==> src/rtl/tt_sel_receiver_if.sv <==
// Purpose : bundle of the 3-wire design-select pads and the receiver's
//           address/status outputs for one user-design slot.
// Signals : ctrl_sel_rst_n_i, ctrl_sel_inc_i, ctrl_ena_i  - pad inputs (async)
//           sel_addr/sel_mux/sel_blk/sel_match             - address view
//           um_ena/um_rst_n                                - user design control
//           wrap/proto_err                                 - status
// Modports: slave  - the receiver (consumes pads, drives status)
//           master - the pad driver side (drives pads, observes status)
interface tt_sel_receiver_if;
    localparam int unsigned ADDR_W = 10;
    localparam int unsigned HALF_W = 5;

    logic              ctrl_sel_rst_n_i;
    logic              ctrl_sel_inc_i;
    logic              ctrl_ena_i;
    logic [ADDR_W-1:0] sel_addr;
    logic [HALF_W-1:0] sel_mux;
    logic [HALF_W-1:0] sel_blk;
    logic              sel_match;
    logic              um_ena;
    logic              um_rst_n;
    logic              wrap;
    logic              proto_err;

    modport slave (
        input  ctrl_sel_rst_n_i, ctrl_sel_inc_i, ctrl_ena_i,
        output sel_addr, sel_mux, sel_blk, sel_match,
        output um_ena, um_rst_n, wrap, proto_err
    );

    modport master (
        output ctrl_sel_rst_n_i, ctrl_sel_inc_i, ctrl_ena_i,
        input  sel_addr, sel_mux, sel_blk, sel_match,
        input  um_ena, um_rst_n, wrap, proto_err
    );
endinterface

==> src/rtl/tt_sel_receiver.sv <==
// Purpose : mux-side receiver of the design-select protocol. Synchronises the
//           three pads, counts sel_inc rising edges into a 10-bit {mux,blk}
//           address, and on an ena rise enables and resets the user design
//           when the address equals {MUX_ID, BLK_ID}.
// Ports   : clk_a  - clock
//           rst_n  - synchronous active-low reset
//           bus    - tt_sel_receiver_if.slave (pads in, address/status out)
module tt_sel_receiver #(
    parameter int unsigned MUX_ID      = 12,
    parameter int unsigned BLK_ID      = 0,
    parameter int unsigned RST_CYCLES  = 8,
    parameter int unsigned SYNC_STAGES = 2
) (
    input  logic                clk_a,
    input  logic                rst_n,
    tt_sel_receiver_if.slave    bus
);

    localparam int unsigned ADDR_W = 10;
    localparam int unsigned HALF_W = 5;
    localparam int unsigned CNT_W  = 8;

    localparam logic [ADDR_W-1:0] MATCH_ADDR = {HALF_W'(MUX_ID), HALF_W'(BLK_ID)};
    localparam logic [ADDR_W-1:0] ADDR_MAX   = '1;
    localparam logic [CNT_W-1:0]  CNT_LOAD   = CNT_W'(RST_CYCLES - 1);

    localparam logic [1:0] ST_IDLE    = 2'd0;
    localparam logic [1:0] ST_MISS    = 2'd1;
    localparam logic [1:0] ST_ACT_RST = 2'd2;
    localparam logic [1:0] ST_ACT_RUN = 2'd3;

    logic [SYNC_STAGES-1:0] rst_sync_q, rst_sync_d;
    logic [SYNC_STAGES-1:0] inc_sync_q, inc_sync_d;
    logic [SYNC_STAGES-1:0] ena_sync_q, ena_sync_d;
    logic                   inc_dly_q, inc_dly_d;
    logic                   ena_dly_q, ena_dly_d;
    logic [ADDR_W-1:0]      sel_addr_q, sel_addr_d;
    logic [1:0]             state_q, state_d;
    logic [CNT_W-1:0]       cnt_q, cnt_d;
    logic                   um_ena_q, um_ena_d;
    logic                   um_rst_n_q, um_rst_n_d;
    logic                   wrap_q, wrap_d;
    logic                   proto_err_q, proto_err_d;

    logic sel_rst_s;
    logic inc_s;
    logic ena_s;
    logic inc_rise;
    logic ena_rise;
    logic sel_match_c;

    assign sel_rst_s   = rst_sync_q[SYNC_STAGES-1];
    assign inc_s       = inc_sync_q[SYNC_STAGES-1];
    assign ena_s       = ena_sync_q[SYNC_STAGES-1];
    assign inc_rise    = inc_s & ~inc_dly_q;
    assign ena_rise    = ena_s & ~ena_dly_q;
    assign sel_match_c = (sel_addr_q == MATCH_ADDR);

    // State register
    always_ff @(posedge clk_a) begin
        if (!rst_n) begin
            rst_sync_q  <= '0;
            inc_sync_q  <= '0;
            ena_sync_q  <= '0;
            inc_dly_q   <= 1'b0;
            ena_dly_q   <= 1'b0;
            sel_addr_q  <= '0;
            state_q     <= ST_IDLE;
            cnt_q       <= '0;
            um_ena_q    <= 1'b0;
            um_rst_n_q  <= 1'b0;
            wrap_q      <= 1'b0;
            proto_err_q <= 1'b0;
        end else begin
            rst_sync_q  <= rst_sync_d;
            inc_sync_q  <= inc_sync_d;
            ena_sync_q  <= ena_sync_d;
            inc_dly_q   <= inc_dly_d;
            ena_dly_q   <= ena_dly_d;
            sel_addr_q  <= sel_addr_d;
            state_q     <= state_d;
            cnt_q       <= cnt_d;
            um_ena_q    <= um_ena_d;
            um_rst_n_q  <= um_rst_n_d;
            wrap_q      <= wrap_d;
            proto_err_q <= proto_err_d;
        end
    end

    // Synchronisers, address counter and activation FSM
    always_comb begin
        rst_sync_d  = {rst_sync_q[SYNC_STAGES-2:0], bus.ctrl_sel_rst_n_i};
        inc_sync_d  = {inc_sync_q[SYNC_STAGES-2:0], bus.ctrl_sel_inc_i};
        ena_sync_d  = {ena_sync_q[SYNC_STAGES-2:0], bus.ctrl_ena_i};
        inc_dly_d   = inc_s;
        ena_dly_d   = ena_s;
        sel_addr_d  = sel_addr_q;
        state_d     = state_q;
        cnt_d       = cnt_q;
        wrap_d      = 1'b0;
        proto_err_d = proto_err_q;

        if (!sel_rst_s) begin
            // Protocol clear overrides everything except rst_n; proto_err survives.
            sel_addr_d = '0;
            state_d    = ST_IDLE;
        end else begin
            // An increment while ena is high is a protocol violation and is dropped.
            if (inc_rise) begin
                if (ena_s) begin
                    proto_err_d = 1'b1;
                end else begin
                    sel_addr_d = sel_addr_q + ADDR_W'(1);
                    wrap_d     = (sel_addr_q == ADDR_MAX);
                end
            end

            case (state_q)
                ST_IDLE: begin
                    if (ena_rise) begin
                        if (sel_match_c) begin
                            state_d = ST_ACT_RST;
                            cnt_d   = CNT_LOAD;
                        end else begin
                            state_d = ST_MISS;
                        end
                    end
                end
                ST_MISS: begin
                    if (!ena_s) state_d = ST_IDLE;
                end
                ST_ACT_RST: begin
                    if (!ena_s) begin
                        state_d = ST_IDLE;
                    end else if (cnt_q == '0) begin
                        state_d = ST_ACT_RUN;
                    end else begin
                        cnt_d = cnt_q - CNT_W'(1);
                    end
                end
                ST_ACT_RUN: begin
                    if (!ena_s) state_d = ST_IDLE;
                end
                default: state_d = ST_IDLE;
            endcase
        end

        // User-design controls are registered decodes of the next state.
        um_ena_d   = (state_d == ST_ACT_RST) || (state_d == ST_ACT_RUN);
        um_rst_n_d = (state_d == ST_ACT_RUN);
    end

    assign bus.sel_addr  = sel_addr_q;
    assign bus.sel_mux   = sel_addr_q[ADDR_W-1:HALF_W];
    assign bus.sel_blk   = sel_addr_q[HALF_W-1:0];
    assign bus.sel_match = sel_match_c;
    assign bus.um_ena    = um_ena_q;
    assign bus.um_rst_n  = um_rst_n_q;
    assign bus.wrap      = wrap_q;
    assign bus.proto_err = proto_err_q;

endmodule
==> src/flat_wrapper.sv <==
// flat-port wrapper written by rule: the top's interface ports become plain ports
module tt_sel_receiver_flat 
#(
    parameter int unsigned MUX_ID      = 12,
    parameter int unsigned BLK_ID      = 0,
    parameter int unsigned RST_CYCLES  = 8,
    parameter int unsigned SYNC_STAGES = 2
)
  (clk_a, rst_n, bus_ctrl_sel_rst_n_i, bus_ctrl_sel_inc_i, bus_ctrl_ena_i, bus_sel_addr, bus_sel_mux, bus_sel_blk, bus_sel_match, bus_um_ena, bus_um_rst_n, bus_wrap, bus_proto_err);
  tt_sel_receiver_if bus_i ();
  input  logic clk_a;
  input  logic rst_n;
  input wire logic [$bits(bus_i.ctrl_sel_rst_n_i)-1:0] bus_ctrl_sel_rst_n_i;
  input wire logic [$bits(bus_i.ctrl_sel_inc_i)-1:0] bus_ctrl_sel_inc_i;
  input wire logic [$bits(bus_i.ctrl_ena_i)-1:0] bus_ctrl_ena_i;
  output wire logic [$bits(bus_i.sel_addr)-1:0] bus_sel_addr;
  output wire logic [$bits(bus_i.sel_mux)-1:0] bus_sel_mux;
  output wire logic [$bits(bus_i.sel_blk)-1:0] bus_sel_blk;
  output wire logic [$bits(bus_i.sel_match)-1:0] bus_sel_match;
  output wire logic [$bits(bus_i.um_ena)-1:0] bus_um_ena;
  output wire logic [$bits(bus_i.um_rst_n)-1:0] bus_um_rst_n;
  output wire logic [$bits(bus_i.wrap)-1:0] bus_wrap;
  output wire logic [$bits(bus_i.proto_err)-1:0] bus_proto_err;
  assign bus_i.ctrl_sel_rst_n_i = bus_ctrl_sel_rst_n_i;
  assign bus_i.ctrl_sel_inc_i = bus_ctrl_sel_inc_i;
  assign bus_i.ctrl_ena_i = bus_ctrl_ena_i;
  assign bus_sel_addr = bus_i.sel_addr;
  assign bus_sel_mux = bus_i.sel_mux;
  assign bus_sel_blk = bus_i.sel_blk;
  assign bus_sel_match = bus_i.sel_match;
  assign bus_um_ena = bus_i.um_ena;
  assign bus_um_rst_n = bus_i.um_rst_n;
  assign bus_wrap = bus_i.wrap;
  assign bus_proto_err = bus_i.proto_err;
  tt_sel_receiver #(.MUX_ID(MUX_ID), .BLK_ID(BLK_ID), .RST_CYCLES(RST_CYCLES), .SYNC_STAGES(SYNC_STAGES)) u_core (.clk_a(clk_a), .rst_n(rst_n), .bus(bus_i));
endmodule
==> config.mk <==
export PLATFORM = sky130hd
export DESIGN_NAME = tt_sel_receiver_flat
export DESIGN_NICKNAME = d
export VERILOG_FILES = /design/src/rtl/tt_sel_receiver_if.sv /design/src/rtl/tt_sel_receiver.sv /design/src/flat_wrapper.sv
export SDC_FILE = /design/constraint.sdc
export NUM_CORES = 1
export LEC_CHECK = 0
export BUFFER_PORTS_ARGS = -buffer_cell sky130_fd_sc_hd__clkbuf_2
export CAP_MARGIN = 0
export CORE_MARGIN = 8
export CORE_UTILIZATION = 40
export CTS_CLUSTER_SIZE = 20
export DETAILED_ROUTE_END_ITERATION = 7
export RECOVER_POWER = 25
export SETUP_SLACK_MARGIN = 0.2
export SLEW_MARGIN = 20
export SYNTH_ARGS = -nofsm -noshare
export SYNTH_HDL_FRONTEND = slang
export SYNTH_SLANG_ARGS = --single-unit
export TNS_END_PERCENT = 10
==> constraint.sdc <==
create_clock -name clk_a -period 1.8 [get_ports clk_a]
set_input_delay 0.18 -clock clk_a [delete_from_list [all_inputs] [get_ports clk_a]]
set_output_delay 0.18 -clock clk_a [all_outputs]
set_load 0.005 [all_outputs]
==> impl_metrics.tcl <==
set metrics [dict create \
    vias_in_the_first_global_route 1328 \
    dominantRegCellSynth "sky130_fd_sc_hd__dfxtp_1" \
    fp.dieArea_um2 6230 \
    fillerInstances 383 \
    timing.final.crit_share 0.997 \
    worst_r2r_path_depth 7 \
    routabilityCongestion 0.888 \
    ys_types 50 \
    remaining_max_slew_budget_at_the_tightest_pin 0.636 \
    h-tree-depth 2 \
    antenna_found_initial 0 \
    finalSetupViolCount 0 \
    vias 1359 \
    fmax_ghz 0.557 \
    worst_skew_pair.late_latency_ns 0.28 \
    worst_ep_arrival_ns 2.01 \
    post_synth_instance_area_um2 1580 \
    timing.critical_path.to_type "flip-flop" \
    post_route_cells_drive_above_1_share 0.413 \
    skew_ns 0.00741 \
    async_flop_share 0 \
    nets 213 \
    startpoint "u_core.cnt_q[1]" \
    cap_violations 0 \
    cts.root.buffer_cell "sky130_fd_sc_hd__clkbuf_8" \
    totalWireLength_mm 3.74 \
    post_synth_inst_count 165 \
    status "complete, no violations" \
    num_io_pins 30 \
    tritoncts "done" \
    coreArea_um2 3910 \
    synthesis.yosys.warnings 0 \
    post-route-cell-area_um2 2030 \
    clock_path_buffers 2 \
    pin_count_of_the_biggest_net_entering_global_routing 21 \
    tritoncts.num_buffers 5 \
    timing.hold.worst.class "primary input to flip-flop" \
    tightestPinTransition_ns 0.543 \
    post-synth-top-area-fraction 0.405 \
    cts_num_sinks 32 \
    initial_core_util 0.404 \
    synth_seq_area_share 0.405 \
    period_needed_ns 1.79 \
    insertedDiodeCount 0 \
    layoutNonFillerInstCount 256 \
    most-common-layout-cells "sky130_fd_sc_hd__clkbuf_2, sky130_fd_sc_hd__dfxtp_1, sky130_fd_sc_hd__buf_4" \
    place_inst 242 \
    layout-area-overhead-vs-synth_pct 28.1 \
    maxSlewViolCount 0 \
    cp.required_ns 2.01 \
    critical_path.max_fanout 3 \
    final_common_cell "sky130_fd_sc_hd__clkbuf_2" \
    die_h_um 78.9 \
    placementRows 23 \
    rr_endpoint "u_core.cnt_q[7]" \
    dr.first_iter.drc_count 141 \
    timing.final.hold_violations 0 \
    avgRoutedWirePerCell_um 14.6 \
    synth.area.top_cells "sky130_fd_sc_hd__dfxtp_1, sky130_fd_sc_hd__buf_4, sky130_fd_sc_hd__xor2_1" \
    ir_drop_mv 0.549 \
    io_buffer_count 29 \
    post_cts_hold_buffer_count 0 \
    hpwl_mm 2.76 \
    ws_path_type "flip-flop to flip-flop" \
    drt.antenna.violating_nets 0 \
    viasPerCell 5.31 \
    grt-ovfl-total 0 \
    worst-r2r-setup-slack_ns 0.006 \
    detailedRoute.firstPassIterationCount 4 \
    worstSetupStartpointType "flip-flop" \
    worstSetupEndpoint "u_core.cnt_q[7]" \
    drc_errors 0 \
    synth.net_count 173 \
    grtUsageTotal 0.122 \
    grt_pass1_wl_mm 6.15 \
    synth_enable_flop_cells 0 \
    final_core_util 0.518 \
    dpl-instance-area_um2 1820 \
    die_w_um 78.9 \
    synth_area_per_cell_um2 9.59 \
    leakagePower_nw 0.811 \
    fin_total_pwr_mw 1.32 \
    hold_path_stages 2 \
    rsz0062_at_grt "true" \
    synth_seq_cells 32 \
    post-synth-top-area-cell "sky130_fd_sc_hd__dfxtp_1" \
    power-per-cell-area_nw_per_um2 651 \
    register_clock_pin_slew_on_the_reported_worst_setup_and_hold_paths_ns 0.07 \
    worst_r2r_src "u_core.cnt_q[1]" \
]
through the flow:
stage               setup WS [ns]  TNS, ns  hold slack [ns]
CTS                       0.00409        0            0.103
finish                    0.00593        0            0.112
detailed placement         0.0381        0            0.394
global route              -0.0749   -0.184            0.127
floorplan                   0.137        0            0.307
global placement           0.0912        0            0.387
logic make-up (layout without fill, tap and decap cells):
group / count (synthesis) / in the layout / synth area share
fa+ha+maj: 3 / 3 / 0.0237
xor+xnor: 8 / 8 / 0.0443
compound gates: 27 / 27 / 0.147
flops: 32 / 32 / 0.405
mux: 3 / 3 / 0.0190
buf+inv: 21 / 62 / 0.0735
simple gates: 71 / 71 / 0.288
where the power goes:
part | internal, mW | switching (mW) | leakage [nW]
registers | 0.716 | 0.00554 | 0.262
logic | 0.0131 | 0.0163 | 0.498
clock network | 0.305 | 0.264 | 0.0510
total | 1.03 | 0.285 | 0.811
Yosys cell counts (2+ instances only):
master and count:
sky130_fd_sc_hd__o211ai_1 4, sky130_fd_sc_hd__mux2i_1 3, sky130_fd_sc_hd__and3_1 2, sky130_fd_sc_hd__nand3_1 7, sky130_fd_sc_hd__clkbuf_1 3, sky130_fd_sc_hd__ha_1 3, sky130_fd_sc_hd__buf_4 10, sky130_fd_sc_hd__xor2_1 7
sky130_fd_sc_hd__dfxtp_1 32, sky130_fd_sc_hd__or3_1 3, sky130_fd_sc_hd__nor2_1 14, sky130_fd_sc_hd__nor4_1 2, sky130_fd_sc_hd__o221a_1 2, sky130_fd_sc_hd__a21oi_1 4, sky130_fd_sc_hd__o21ai_0 3, sky130_fd_sc_hd__o211a_1 2
sky130_fd_sc_hd__nor3_1 3, sky130_fd_sc_hd__inv_1 7, sky130_fd_sc_hd__and2_1 9, sky130_fd_sc_hd__nand4b_1 2, sky130_fd_sc_hd__or4_1 2, sky130_fd_sc_hd__nand4_1 3, sky130_fd_sc_hd__o21a_1 3, sky130_fd_sc_hd__nand2_1 8
sky130_fd_sc_hd__o41ai_1 2
routing by layer:
layer / vias to the layer above / part of all wire / global-route usage
li1: 667 / - / -
met1: 653 / 0.45 / 0.142
met2: 31 / 0.48 / 0.199
met3: 8 / 0.048 / 0.0395
met4: 0 / 0.018 / 0.0556
met5: - / 0 / 0
final cells by class:
cell class	instances	area (um2)	area share
repair buffers	47	280	0.138
clock buffers	6	82.6	0.0407
multi-input cells	112	917	0.452
inverters	7	26.3	0.0130
well taps	50	62.6	0.0309
flip-flops and latches	32	648	0.320
clock inverters	2	10.0	0.00494
what timing repair did:
| item | 4_1_cts | 5_1_grt |
|---|---|---|
| pin swaps | 11 | 7 |
| endpoints found under the setup margin | 10 | 11 |
| buffers inserted | 0 | 6 |
| gates resized for setup | 13 | 5 |
worst max-delay path: stages, from the launching register on:
cell	delay, ns
sky130_fd_sc_hd__dfxtp_2	0.33
sky130_fd_sc_hd__inv_2	0.06
sky130_fd_sc_hd__ha_4	0.13
sky130_fd_sc_hd__or4b_4	0.50
sky130_fd_sc_hd__o31ai_4	0.33
sky130_fd_sc_hd__buf_4	0.16
sky130_fd_sc_hd__o41ai_2	0.07
sky130_fd_sc_hd__a21oi_1	0.15
state kept, by name, indices dropped and copies added (netlist names):
name and count:
u_core.inc_sync_q 2, u_core.ena_sync_q 2, u_core.bus.um_ena 1, u_core.cnt_q 8
u_core.ena_dly_q 1, u_core.bus.wrap 1, u_core.rst_sync_q 2, u_core.inc_dly_q 1
u_core.bus.um_rst_n 1, u_core.bus.sel_addr 10, u_core.bus.proto_err 1, u_core.state_q 2
worst min path at each step:
stage,slack (ns),start,to
floorplan,0.31,bus_ctrl_ena_i,u_core.ena_sync_q[0]
CTS,0.10,bus_ctrl_sel_inc_i,u_core.inc_sync_q[0]
global placement,0.39,bus_ctrl_ena_i,u_core.ena_sync_q[0]
finish,0.11,bus_ctrl_sel_rst_n_i,u_core.rst_sync_q[0]
global route,0.13,bus_ctrl_ena_i,u_core.ena_sync_q[0]
detailed placement,0.39,bus_ctrl_sel_rst_n_i,u_core.rst_sync_q[0]
Note: power is estimated with default switching activity, not from simulation.
